File: src/rtl/shacc_ctrl.sv
// Shift-accumulator controller: delays AGU beat flags by PIPE_LAT cycles and
// decodes them into load/acc/shift controls, output-valid beats, write address and done.
module shacc_ctrl #(
  parameter int BPREC    = 6,
  parameter int NJUMPS   = 5,
  parameter int BOBANKA  = 15,
  parameter int BOCNT    = 16,
  parameter int PIPE_LAT = 3
) (
  input  logic               clk,
  input  logic               rst_n,
  input  logic               clr,
  input  logic               en,
  input  logic               imsb,
  input  logic               wmsb,
  input  logic               sh,
  input  logic [NJUMPS-1:0]  wagu_on_j,
  input  logic [NJUMPS-1:0]  acc_out_sel,
  input  logic [BOBANKA-1:0] obaseaddr,
  input  logic [BOCNT-1:0]   ocount,
  output logic               shacc_load,
  output logic               shacc_acc,
  output logic               shacc_sh,
  output logic               shacc_imsb,
  output logic               shacc_wmsb,
  output logic               out_valid,
  output logic [BOBANKA-1:0] out_addr,
  output logic               done
);

  if (PIPE_LAT < 1 || PIPE_LAT > 8 || BPREC < 1) begin : g_param_check
    $error("shacc_ctrl: PIPE_LAT must be 1..8 and BPREC positive");
  end

  typedef struct packed {
    logic v;
    logic ld;
    logic eoa;
    logic sh;
    logic imsb;
    logic wmsb;
  } beat_t;

  beat_t            stage_q [PIPE_LAT];
  beat_t            stage_d [PIPE_LAT];
  beat_t            in_beat;
  beat_t            last;
  logic             eoa_in;
  logic             first_pending_q, first_pending_d;
  logic [BOCNT-1:0] cnt_q, cnt_d;
  logic             done_q, done_d;

  always_comb begin
    eoa_in  = |(wagu_on_j & acc_out_sel);
    in_beat = '0;
    if (en) begin
      in_beat.v    = 1'b1;
      in_beat.ld   = first_pending_q;
      in_beat.eoa  = eoa_in;
      in_beat.sh   = sh;
      in_beat.imsb = imsb;
      in_beat.wmsb = wmsb;
    end

    stage_d[0] = in_beat;
    for (int unsigned i = 1; i < PIPE_LAT; i++) begin
      stage_d[i] = stage_q[i-1];
    end

    first_pending_d = first_pending_q;
    if (en) first_pending_d = eoa_in;

    // clr wins over en: the beat presented with clr never enters the pipe
    if (clr) begin
      for (int unsigned i = 0; i < PIPE_LAT; i++) begin
        stage_d[i] = '0;
      end
      first_pending_d = 1'b1;
    end
  end

  assign last       = stage_q[PIPE_LAT-1];
  assign shacc_load = last.v & last.ld;
  assign shacc_acc  = last.v & ~last.ld;
  assign shacc_sh   = last.v & last.sh & ~last.ld;
  assign shacc_imsb = last.v & last.imsb;
  assign shacc_wmsb = last.v & last.wmsb;
  assign out_valid  = last.v & last.eoa & ~done_q;
  assign out_addr   = obaseaddr + BOBANKA'(cnt_q);
  assign done       = done_q;

  always_comb begin
    cnt_d  = cnt_q;
    done_d = done_q;
    if (out_valid) begin
      cnt_d = cnt_q + BOCNT'(1);
      if (ocount != '0 && cnt_d == ocount) done_d = 1'b1;
    end
    if (clr) begin
      cnt_d  = '0;
      done_d = 1'b0;
    end
  end

  always_ff @(posedge clk or negedge rst_n) begin
    if (!rst_n) begin
      for (int unsigned i = 0; i < PIPE_LAT; i++) begin
        stage_q[i] <= '0;
      end
      first_pending_q <= 1'b1;
      cnt_q           <= '0;
      done_q          <= 1'b0;
    end else begin
      for (int unsigned i = 0; i < PIPE_LAT; i++) begin
        stage_q[i] <= stage_d[i];
      end
      first_pending_q <= first_pending_d;
      cnt_q           <= cnt_d;
      done_q          <= done_d;
    end
  end

endmodule

File: config.mk
export PLATFORM = sky130hd
export DESIGN_NAME = shacc_ctrl
export DESIGN_NICKNAME = d
export VERILOG_FILES = /design/src/rtl/shacc_ctrl.sv
export SDC_FILE = /design/constraint.sdc
export NUM_CORES = 1
export LEC_CHECK = 0
export ABC_AREA = 1
export CORE_UTILIZATION = 50
export DETAILED_ROUTE_END_ITERATION = 10
export GPL_TIMING_DRIVEN = 0
export PLACE_DENSITY = 0.85
export SYNTH_ARGS = -nofsm -noshare
export SYNTH_HDL_FRONTEND = slang
export SYNTH_SLANG_ARGS = --single-unit
export TNS_END_PERCENT = 1
File: constraint.sdc
create_clock -name clk -period 5.3 [get_ports clk]
set_input_delay 0.795 -clock clk [delete_from_list [all_inputs] [get_ports clk]]
set_output_delay 0.795 -clock clk [all_outputs]
set_load 0.05 [all_outputs]
==> flow_summary_export.csv, run 1 <==
group,metric,value,unit
hold_path,hp-class,"flop to flop",
die,die_width,74.89,um
timing,hold_viol,0,
placement,globalplace.congestion,0.8645,
timing,fin_tns_setup,0,ps
worst_setup_path,crit_chain,"clkdlybuf4s50_1 > ha_1 > inv_1 > fa_1 > nor2_1 > a211oi_1 > o21ai_2 > a21oi_1 > o21ai_0 > xor2_1 > clkdlybuf4s50_1",
timing,clock_skew,6.170,ps
synth,yosys_warnings,0,
synth,syn_area_per_cell,7.218,um^2
finish,fin_nets,507,
detailed_routing,routedWlPerCell,12.45,um
timing,period_needed,4416,ps
die,initial_core_util,52.01,%
die,rows,26,
detailed_routing,dr.pass1.iters,4,
placement,io_buffers,68,
timing,final.period_utilization,83.32,%
worst_setup_path,end_kind,"output port",
cts,post_cts_resized,0,
global_routing,grt_max_degree,37,
worst_setup_path,cp_max_fo,4,
timing,relSlewSlack,45.20,%
synth,syn_area,0.002656,mm^2
synth,synth_top_area_share,32.97,%
cts,cts_made_buffers,5,
finish,antennaDiodeCount,0,
synth,synth.most_common_cell,"nand2_1",
worst_setup_path,start_kind,"input pin",
synth,async_flop_share,100.0,%
synth,yosys.area.top_type,"dfrtp_1",
detailed_routing,vias_per_cell,5.150,
cts,cts_sinks,36,
synth,synthCells,368,
timing,worstMarginPinSlew,822.0,ps
placement,dpl.hpwl,4969,um
cts,clk_latency,290,ps
die,die-area,0.005608,mm^2
timing,rsz0062_at_grt,"false",
global_routing,grt_pass1_vias,2571,
worst_setup_path,arrival,3620,ps
finish,syn_to_final_growth,32.78,%
cts,path_clk_slew,70,ps
synth,synth_common_cells,"94 x nand2_1, 55 x inv_1, 49 x nor2_1",
timing,fmax,226.4,MHz
worst_setup_path,crit_required,4510,ps
pwr,p_leak,1.685,nW
cts,cts_hold_repair.buffers,0,
die,die_height,74.89,um
pwr,ir_drop,0.1329,mV
synth,synth_area_leaders,"dfrtp_1 33%, nand2_1 13%, inv_1 7.8%",
detailed_routing,num_vias,2647,
synth,synth-edff-count,0,
synth,synth_seq_area_share,33.96,%
cts,clockBufferDepth,2,
cts,postCtsSetupRepairBufs,0,
placement,place_area,0.003420,mm^2
detailed_routing,ant_nets,0,
cts,cts-htree-levels,2,
cts,cts_root_buffer,"clkbuf_8",
detailed_routing,drcViolationCount,0,
die,core-area,0.005107,mm^2
synth,synthDistinctLibCells,35,
pwr,pwr_density_cell,182.4,mW/mm^2
finish,drive_above_1_share,5.856,%
synth,synth_ff_type,"dfrtp_1",
worst_setup_path,crit_top_cell,"clkdlybuf4s50_1",
timing,setup_viol,0,
worst_setup_path,max_stage_delay,810,ps
timing,drv_slew,0,
synth,ys_ff_latch,36,
global_routing,grt_antenna_before_repair,0,
cts,tritoncts,"done",
global_routing,grt-ovfl-total,0,
global_routing,grt_pass1_wl,10730,um
worst_setup_path,path_class,"input pin to output port",
job,cap_violations,0,
die,io_pins,70,
detailed_routing,finalWirelength,6400,um
pwr,fin_total_pwr,0.6435,mW
detailed_routing,drt_iter0_markers,119,
finish,stdcell_area,0.003527,mm^2
global_routing,track_usage,25.05,%
run_status,status,"finished, final reports clean",
synth,syn_nets,432,
worst_setup_path,slowest_stage,"clkdlybuf4s50_1",
[registers in the layout, summed over array words and instances (netlist names)]
name             flops
cnt_q               16
done                 1
first_pending_q      1
last                 6
stage_q             12
[cell type report]
class	instances	area, um^2
inverters	55	206.4
repair buffers	68	675.6
clock buffers	6	72.57
fillers	447	1580
plain buffers	6	31.28
well taps	70	87.58
multi-input cells	271	1516
flip-flops and latches	36	902.1
clock inverters	2	35.03
[metrics by stage]
stage / std cells / util, % / hold WS (ps) / setup slack, ps
after floorplan: 368 / - / 434.0 / 1705
after global placement: 506 / 67.05 / 436.5 / 923.2
after detailed placement: 506 / 66.95 / 445.1 / 882.6
after CTS: 514 / 69.06 / 461.3 / 876.2
after global routing: 514 / 69.06 / 486.4 / 720.9
final: 514 / 69.06 / 457.1 / 883.8
[final timing paths]
path                                  startpoint               endpoint  slack (ps)  cells past startpoint
setup / recovery                    obaseaddr[0]           out_addr[12]         880                     11
hold / removal             stage_q[12]$_DFF_PN0_   stage_q[6]$_DFF_PN0_         460                      2
setup reg to reg            cnt_q[1]$_DFFE_PN0P_       done$_DFFE_PN0P_        3280                     10
hold reg to reg            stage_q[12]$_DFF_PN0_   stage_q[6]$_DFF_PN0_         460                      2
max in group asynchronous                  rst_n      last[0]$_DFF_PN0_        4180                      1
min in group asynchronous                  rst_n  cnt_q[10]$_DFFE_PN0P_         590                      1
[layer usage]
layer  share of wire, %  global-route usage [%]  vias up
met3                5.0                   4.552       11
met2                 51                   44.54       88
met5                  0                       0        -
li1                   -                       -     1326
met1                 43                   30.43     1222
met4                1.1                   8.805        0
[critical path: cells and delay by family]
family,cells,cell delay (ps)
xor gates and xnor gates,1,160
adders and majority gates,2,540
and+or+nand+nor,1,120
buffers and inverters,3,1330
AOI/OAI and AO/OA,4,670
[power breakdown]
part           switching, mW  internal, mW
clock network         0.0994         0.140
registers            0.00182         0.280
logic                 0.0656        0.0572
[cell usage in the layout, fill, tap and decap left out, drive strengths merged]
cell / count
nand2: 97
xnor3: 3
a221o: 1
o211ai: 1
o22ai: 12
xor2: 13
nor3: 4
xnor2: 7
clkbuf: 8
clkdlybuf4s50: 67
clkinv: 1
dfstp: 1
nand4: 5
or2: 2
o31ai: 2
nand3b: 2
o21ai: 11
inv: 55
and2: 1
fa: 1
dfrtp: 35
a211oi: 2
buf: 5
nand3: 23
a21oi: 15
bufinv: 1
nor2: 54
ha: 15
[kinds of logic (layout without fill, tap and decap cells)]
kind of cell	Yosys count	after routing	share of synthesized area, %
compound gates	44	44	9.939
flops	36	36	33.96
buf+inv	61	137	8.949
fa+ha+maj	16	16	7.819
simple gates	188	188	30.19
xor+xnor	23	23	9.138
No activity file was read; power rests on OpenSTA's default activity.
==> inputs of run 2 (changes only) <==
--- a/config.mk
+++ b/config.mk
@@ -6,10 +6,10 @@
 export NUM_CORES = 1
 export LEC_CHECK = 0
 export ABC_AREA = 1
-export CORE_UTILIZATION = 50
+export CORE_UTILIZATION = 49
 export DETAILED_ROUTE_END_ITERATION = 10
 export GPL_TIMING_DRIVEN = 0
-export PLACE_DENSITY = 0.85
+export PLACE_DENSITY = 0.84
 export SYNTH_ARGS = -nofsm -noshare
 export SYNTH_HDL_FRONTEND = slang
 export SYNTH_SLANG_ARGS = --single-unit
==> constraint.sdc (replaced) <==
create_clock -name clk -period 4.6 [get_ports clk]
set_input_delay 0.69 -clock clk [delete_from_list [all_inputs] [get_ports clk]]
set_output_delay 0.69 -clock clk [all_outputs]
set_load 0.05 [all_outputs]
==> run 2 against run 1 <==
Net effect:
- clock skew fell by 1.0 ps
- utilization fell by 1.3 points
- sequential share of layout area rose by 0.15 points
- register-to-register slack got worse by 670 ps
- design area fell by 0.57%
- combinational power rose by 14%
- setup slack got worse by 500 ps
- worst hold slack improved by 1.7 ps
- count of clock-buffer cells in the layout fell by 1
- clock power fell by 7%
- critical endpoint unchanged
- largest power group unchanged
==> flow_summary_export.csv, run 2 (synthesis results as in run 1) <==
group,metric,value,unit
timing,setup_ws,378.9,ps
cts,post_cts_resized,0,
pwr,ir_drop,0.1418,mV
timing,period_needed,4221,ps
detailed_routing,dr.pass1.iters,4,
run_status,status,"finished, final reports clean",
die,core-area,0.005172,mm^2
global_routing,grt-ovfl-total,0,
die,initial_core_util,51.35,%
cts,cts_root_buffer,"clkbuf_8",
timing,setup_viol,0,
finish,antennaDiodeCount,0,
finish,regMostFlops,"cnt_q",
worst_setup_path,crit_chain,"clkdlybuf4s50_1 > ha_1 > inv_1 > fa_1 > nor2_1 > a211oi_1 > o21ai_2 > a21oi_1 > o21ai_0 > xor2_1 > clkdlybuf4s50_1",
die,rows,26,
detailed_routing,drcViolationCount,0,
worst_setup_path,critPathLaunch,"obaseaddr[0]",
pwr,pwr_density_cell,196.0,mW/mm^2
pwr,p_leak,1.678,nW
timing,drv_slew,0,
placement,io_buffers,68,
finish,final_cell_mix,"94 x nand2_1, 67 x clkdlybuf4s50_1, 55 x inv_1",
timing,rsz0062_at_grt,"false",
detailed_routing,ant_nets,0,
worst_setup_path,crit_top_cell,"clkdlybuf4s50_1",
global_routing,grt_pass1_wl,9922,um
detailed_routing,wl_met1,2646,um
job,cap_violations,0,
finish,fillers,429,
worst_setup_path,start_kind,"input pin",
detailed_routing,routedWlPerCell,11.71,um
hold_path,hold_start,"stage_q[11]$_DFF_PN0_",
finish,instances_no_fill,514,
detailed_routing,num_vias,2587,
cts,postCtsSetupRepairBufs,0,
timing,relSlewSlack,46.50,%
timing,final.period_utilization,91.76,%
cts,tritoncts,"done",
worst_setup_path,crit_required,3910,ps
cts,clk_latency,290,ps
timing,fin_tns_setup,0,ps
pwr,fin_total_pwr,0.6875,mW
worst_setup_path,end_kind,"output port",
global_routing,grt_pass1_vias,2370,
global_routing,track_usage,23.00,%
detailed_routing,drt_iter0_markers,126,
global_routing,grt_max_degree,37,
die,die_height,75.63,um
cts,cts-htree-levels,2,
worst_setup_path,cp_max_fo,4,
detailed_routing,routed.top_layer,"met4",
detailed_routing,wl_met3,369,um
die,die_width,75.63,um
cts,clockBufferDepth,2,
worst_setup_path,arrival,3530,ps
worst_setup_path,r2r-start,"cnt_q[1]$_DFFE_PN0P_",
placement,dpl.hpwl,4785,um
timing,clock_skew,5.173,ps
cts,path_clk_slew,70,ps
timing,hold_viol,0,
detailed_routing,vias_per_cell,5.033,
timing,worstMarginPinSlew,802.4,ps
worst_setup_path,slowest_stage,"clkdlybuf4s50_1",
finish,drive_above_1_share,6.081,%
global_routing,grt_antenna_before_repair,0,
placement,place_ws,371.4,ps
finish,largest_reg_flops,16,
cts,cts_hold_repair.buffers,0,
cts,cts_sinks,36,
detailed_routing,finalWirelength,6020,um
die,io_pins,70,
worst_setup_path,max_stage_delay,830,ps
timing,hold_slack,458.8,ps
hold_path,hp-class,"flop to flop",
timing,fmax,236.9,MHz
finish,final_common_cell,"nand2_1",
finish,fin_nets,507,
cts,cts_made_buffers,5,
die,die-area,0.005719,mm^2
placement,placedCellCount,506,
finish,syn_to_final_growth,32.03,%
detailed_routing,wl_met2,2928,um
placement,globalplace.congestion,0.8833,
worst_setup_path,path_class,"input pin to output port",
-- run 2: cell count changes in the layout (fill, tap and decap cells not counted) --
cell / change
clkbuf_1: -1
clkinv_2: +1
bufinv_16: -1
clkinv_4: +1
-- run 2: path summary, 6_finish.rpt --
kind                                          to  slack (ps)  cells past startpoint
setup reg to reg                done$_DFFE_PN0P_        2610                     10
min in group asynchronous   cnt_q[6]$_DFFE_PN0P_         480                      1
setup / recovery                    out_addr[12]         380                     11
hold / removal                 last[5]$_DFF_PN0_         460                      2
hold reg to reg                last[5]$_DFF_PN0_         460                      2
max in group asynchronous  stage_q[10]$_DFF_PN0_        3610                      1
-- run 2: layer usage --
metal	GRT usage [%]	up-vias
li1	-	1328
met3	5.423	10
met4	6.996	0
met2	39.29	87
met5	0	-
met1	29.01	1162
-- run 2: layout make-up --
type	count	area (um^2)	area share (%)
Multi-Input combinational cell	271	1516	43.24
Sequential cell	36	902.1	25.72
Timing Repair Buffer	68	675.6	19.27
Inverter	55	206.4	5.887
Tap cell	70	87.58	2.497
Clock buffer	5	68.82	1.962
Buffer	6	31.28	0.8919
Clock inverter	3	18.77	0.5351
-- run 2: worst max-delay path, delay by kind of cell --
kind                     cells  cell delay, ps
AO/OA/AOI/OAI                4             650
buffers and inverters        3            1350
adder cells (fa/ha/maj)      2             540
AND/OR/NAND/NOR              1             120
XOR/XNOR                     1             180
-- run 2: where the power goes --
group / switching [mW] / internal, mW
combinational: 0.0746 / 0.0659
sequential: 0.00185 / 0.322
clock: 0.117 / 0.105
-- run 2: stage by stage --
step | area, um^2 | utilization (%)
global placement | 3425 | 66.21
CTS | 3507 | 67.80
finish | 3507 | 67.80
global route | 3507 | 67.80
floorplan | 2656 | -
detailed placement | 3420 | 66.11
==> inputs of run 3 (changes only) <==
--- a/config.mk
+++ b/config.mk
@@ -6,6 +6,7 @@
 export NUM_CORES = 1
 export LEC_CHECK = 0
 export ABC_AREA = 1
+export CORE_MARGIN = 3
 export CORE_UTILIZATION = 49
 export DETAILED_ROUTE_END_ITERATION = 10
 export GPL_TIMING_DRIVEN = 0
==> constraint.sdc (replaced) <==
create_clock -name clk -period 4.6 [get_ports clk]
set_input_delay 0.69 -clock clk [delete_from_list [all_inputs] [get_ports clk]]
set_output_delay 0.69 -clock clk [all_outputs]
set_load 0.1 [all_outputs]
==> run 3 against run 2 <==
Net effect:
- non-clock buffer count unchanged
- clock power increased by 2%
- sequential cell count unchanged
- global-route usage decreased by 1.9 points
- final cell count unchanged
- worst hold slack got worse by 9.1 ps
- maximum frequency decreased by 4.1%
- largest power group unchanged
==> flow_summary_export.csv, run 3 (synthesis results as in run 1) <==
group,metric,value,unit
run_status,status,"finished, final reports clean",
worst_setup_path,path_buf_inv,2,
detailed_routing,routedWlPerCell,12.34,um
finish,final_common_cell,"nand2_1",
finish,fin_nets,507,
detailed_routing,vias_per_cell,5.023,
finish,regMostFlops,"cnt_q",
worst_setup_path,crit_required,3910,ps
pwr,ir_drop,0.1215,mV
worst_setup_path,crit_chain,"clkdlybuf4s50_1 > ha_1 > nand2_1 > nor2_1 > a211oi_1 > o21ai_2 > a21oi_1 > o21ai_0 > xor2_1 > clkdlybuf4s50_1",
placement,dpl.hpwl,4916,um
global_routing,grt_antenna_before_repair,0,
cts,postCtsSetupRepairBufs,0,
hold_path,whs_path_depth,2,
hold_path,hp-class,"flop to flop",
die,die-area,0.006340,mm^2
detailed_routing,drt_iter0_markers,154,
worst_setup_path,crit_top_cell,"clkdlybuf4s50_1",
timing,relSlewSlack,33.58,%
detailed_routing,ant_nets,0,
finish,syn_to_final_growth,32.03,%
pwr,pwr_density_cell,205.5,mW/mm^2
timing,rsz0062_at_grt,"false",
worst_setup_path,rr_worst_depth,10,
worst_setup_path,crit_cells,10,
placement,globalplace.congestion,0.8755,
global_routing,grt_pass1_vias,2505,
timing,hold_viol,0,
finish,postLayoutCoreUtil,67.80,%
cts,tritoncts,"done",
die,core-area,0.005172,mm^2
finish,drive_above_1_share,5.631,%
detailed_routing,finalWirelength,6341,um
finish,largest_reg_flops,16,
timing,drv_slew,0,
cts,path_clk_slew,80,ps
detailed_routing,num_vias,2582,
worst_setup_path,end_kind,"output port",
timing,worstMarginPinSlew,993.2,ps
worst_setup_path,start_kind,"input pin",
global_routing,grt-ovfl-total,0,
global_routing,grt_max_degree,37,
cts,clk_latency,300,ps
timing,clock_skew,11.59,ps
die,rows,26,
die,initial_core_util,51.35,%
timing,fmax,227.2,MHz
finish,final_cell_mix,"94 x nand2_1, 66 x clkdlybuf4s50_1, 55 x inv_1",
timing,period_needed,4402,ps
pwr,p_leak,1.681,nW
worst_setup_path,slowest_stage,"clkdlybuf4s50_1",
worst_setup_path,cp_top_family,"buffers and inverters",
die,die_width,79.63,um
finish,antennaDiodeCount,0,
cts,cts-htree-levels,2,
global_routing,grt_pass1_wl,10610,um
cts,cts_made_buffers,5,
detailed_routing,dr.pass1.iters,5,
worst_setup_path,path_class,"input pin to output port",
worst_setup_path,cp_max_fo,4,
timing,final.period_utilization,95.70,%
cts,cts_sinks,36,
timing,setup_viol,0,
cts,cts_root_buffer,"clkbuf_8",
die,die_height,79.63,um
pwr,fin_total_pwr,0.7207,mW
worst_setup_path,max_stage_delay,1140,ps
timing,fin_tns_setup,0,ps
detailed_routing,drcViolationCount,0,
worst_setup_path,arrival,3710,ps
die,io_pins,70,
cts,clockBufferDepth,2,
placement,io_buffers,68,
global_routing,track_usage,21.06,%
job,cap_violations,0,
-- run 3: cell count changes in the layout (fill, tap and decap cells not counted) --
cell and delta:
clkbuf_1 +2, clkdlybuf4s50_1 -1, clkinv_2 -2, dlymetal6s2s_1 +1
-- run 3: layer usage --
| metal | global-route usage (%) | vias up | wire (um) |
|---|---|---|---|
| met5 | 0 | - | 0 |
| met4 | 7.732 | 0 | 120 |
| met1 | 25.77 | 1147 | 2750 |
| met2 | 36.31 | 88 | 3085 |
| met3 | 4.402 | 12 | 385 |
| li1 | - | 1335 | - |
-- run 3: tightest hold or removal path: stages (launching register included) --
cell and delay [ps]:
dfrtp_1 320, inv_1 30, nor2_1 70
-- run 3: area by class of cell --
| type | count | area, um^2 |
|---|---|---|
| multi-input cells | 271 | 1516 |
| repair buffers | 68 | 678.2 |
| clock inverters | 1 | 8.758 |
| flip-flops and latches | 36 | 902.1 |
| plain buffers | 6 | 31.28 |
| inverters | 55 | 206.4 |
| well taps | 70 | 87.58 |
| clock buffers | 7 | 76.32 |
| fillers | 433 | 1665 |
-- run 3: repair_timing --
action / CTS / global route
setup endpoints to repair: 0 / 1
hold buffers: 0 / 0
gates resized for setup: 0 / 1
endpoints found under the hold margin: 0 / 0
-- run 3: worst paths after layout --
path / start / to / slack, ps
min reg2reg: stage_q[12]$_DFF_PN0_ / stage_q[6]$_DFF_PN0_ / 450
min in group asynchronous: rst_n / cnt_q[4]$_DFFE_PN0P_ / 470
max reg2reg: cnt_q[1]$_DFFE_PN0P_ / done$_DFFE_PN0P_ / 2630
max in group asynchronous: rst_n / last[0]$_DFF_PN0_ / 3610
min: stage_q[12]$_DFF_PN0_ / stage_q[6]$_DFF_PN0_ / 450
max: obaseaddr[2] / out_addr[11] / 200
-- run 3: per-stage QoR --
stage / hold slack (ps) / instance area [um^2] / std cells / setup slack [ps]
floorplan: 394.4 / 2656 / 368 / 546.6
global placement: 435.9 / 3425 / 506 / 95.55
detailed placement: 447.5 / 3420 / 506 / 42.82
CTS: 462.3 / 3505 / 514 / 38.03
global route: 486.8 / 3507 / 514 / 26.37
finish: 449.7 / 3507 / 514 / 197.6
-- run 3: power breakdown --
part	switching [mW]	internal, mW
clock network	0.119	0.108
logic	0.104	0.0657
registers	0.00213	0.322
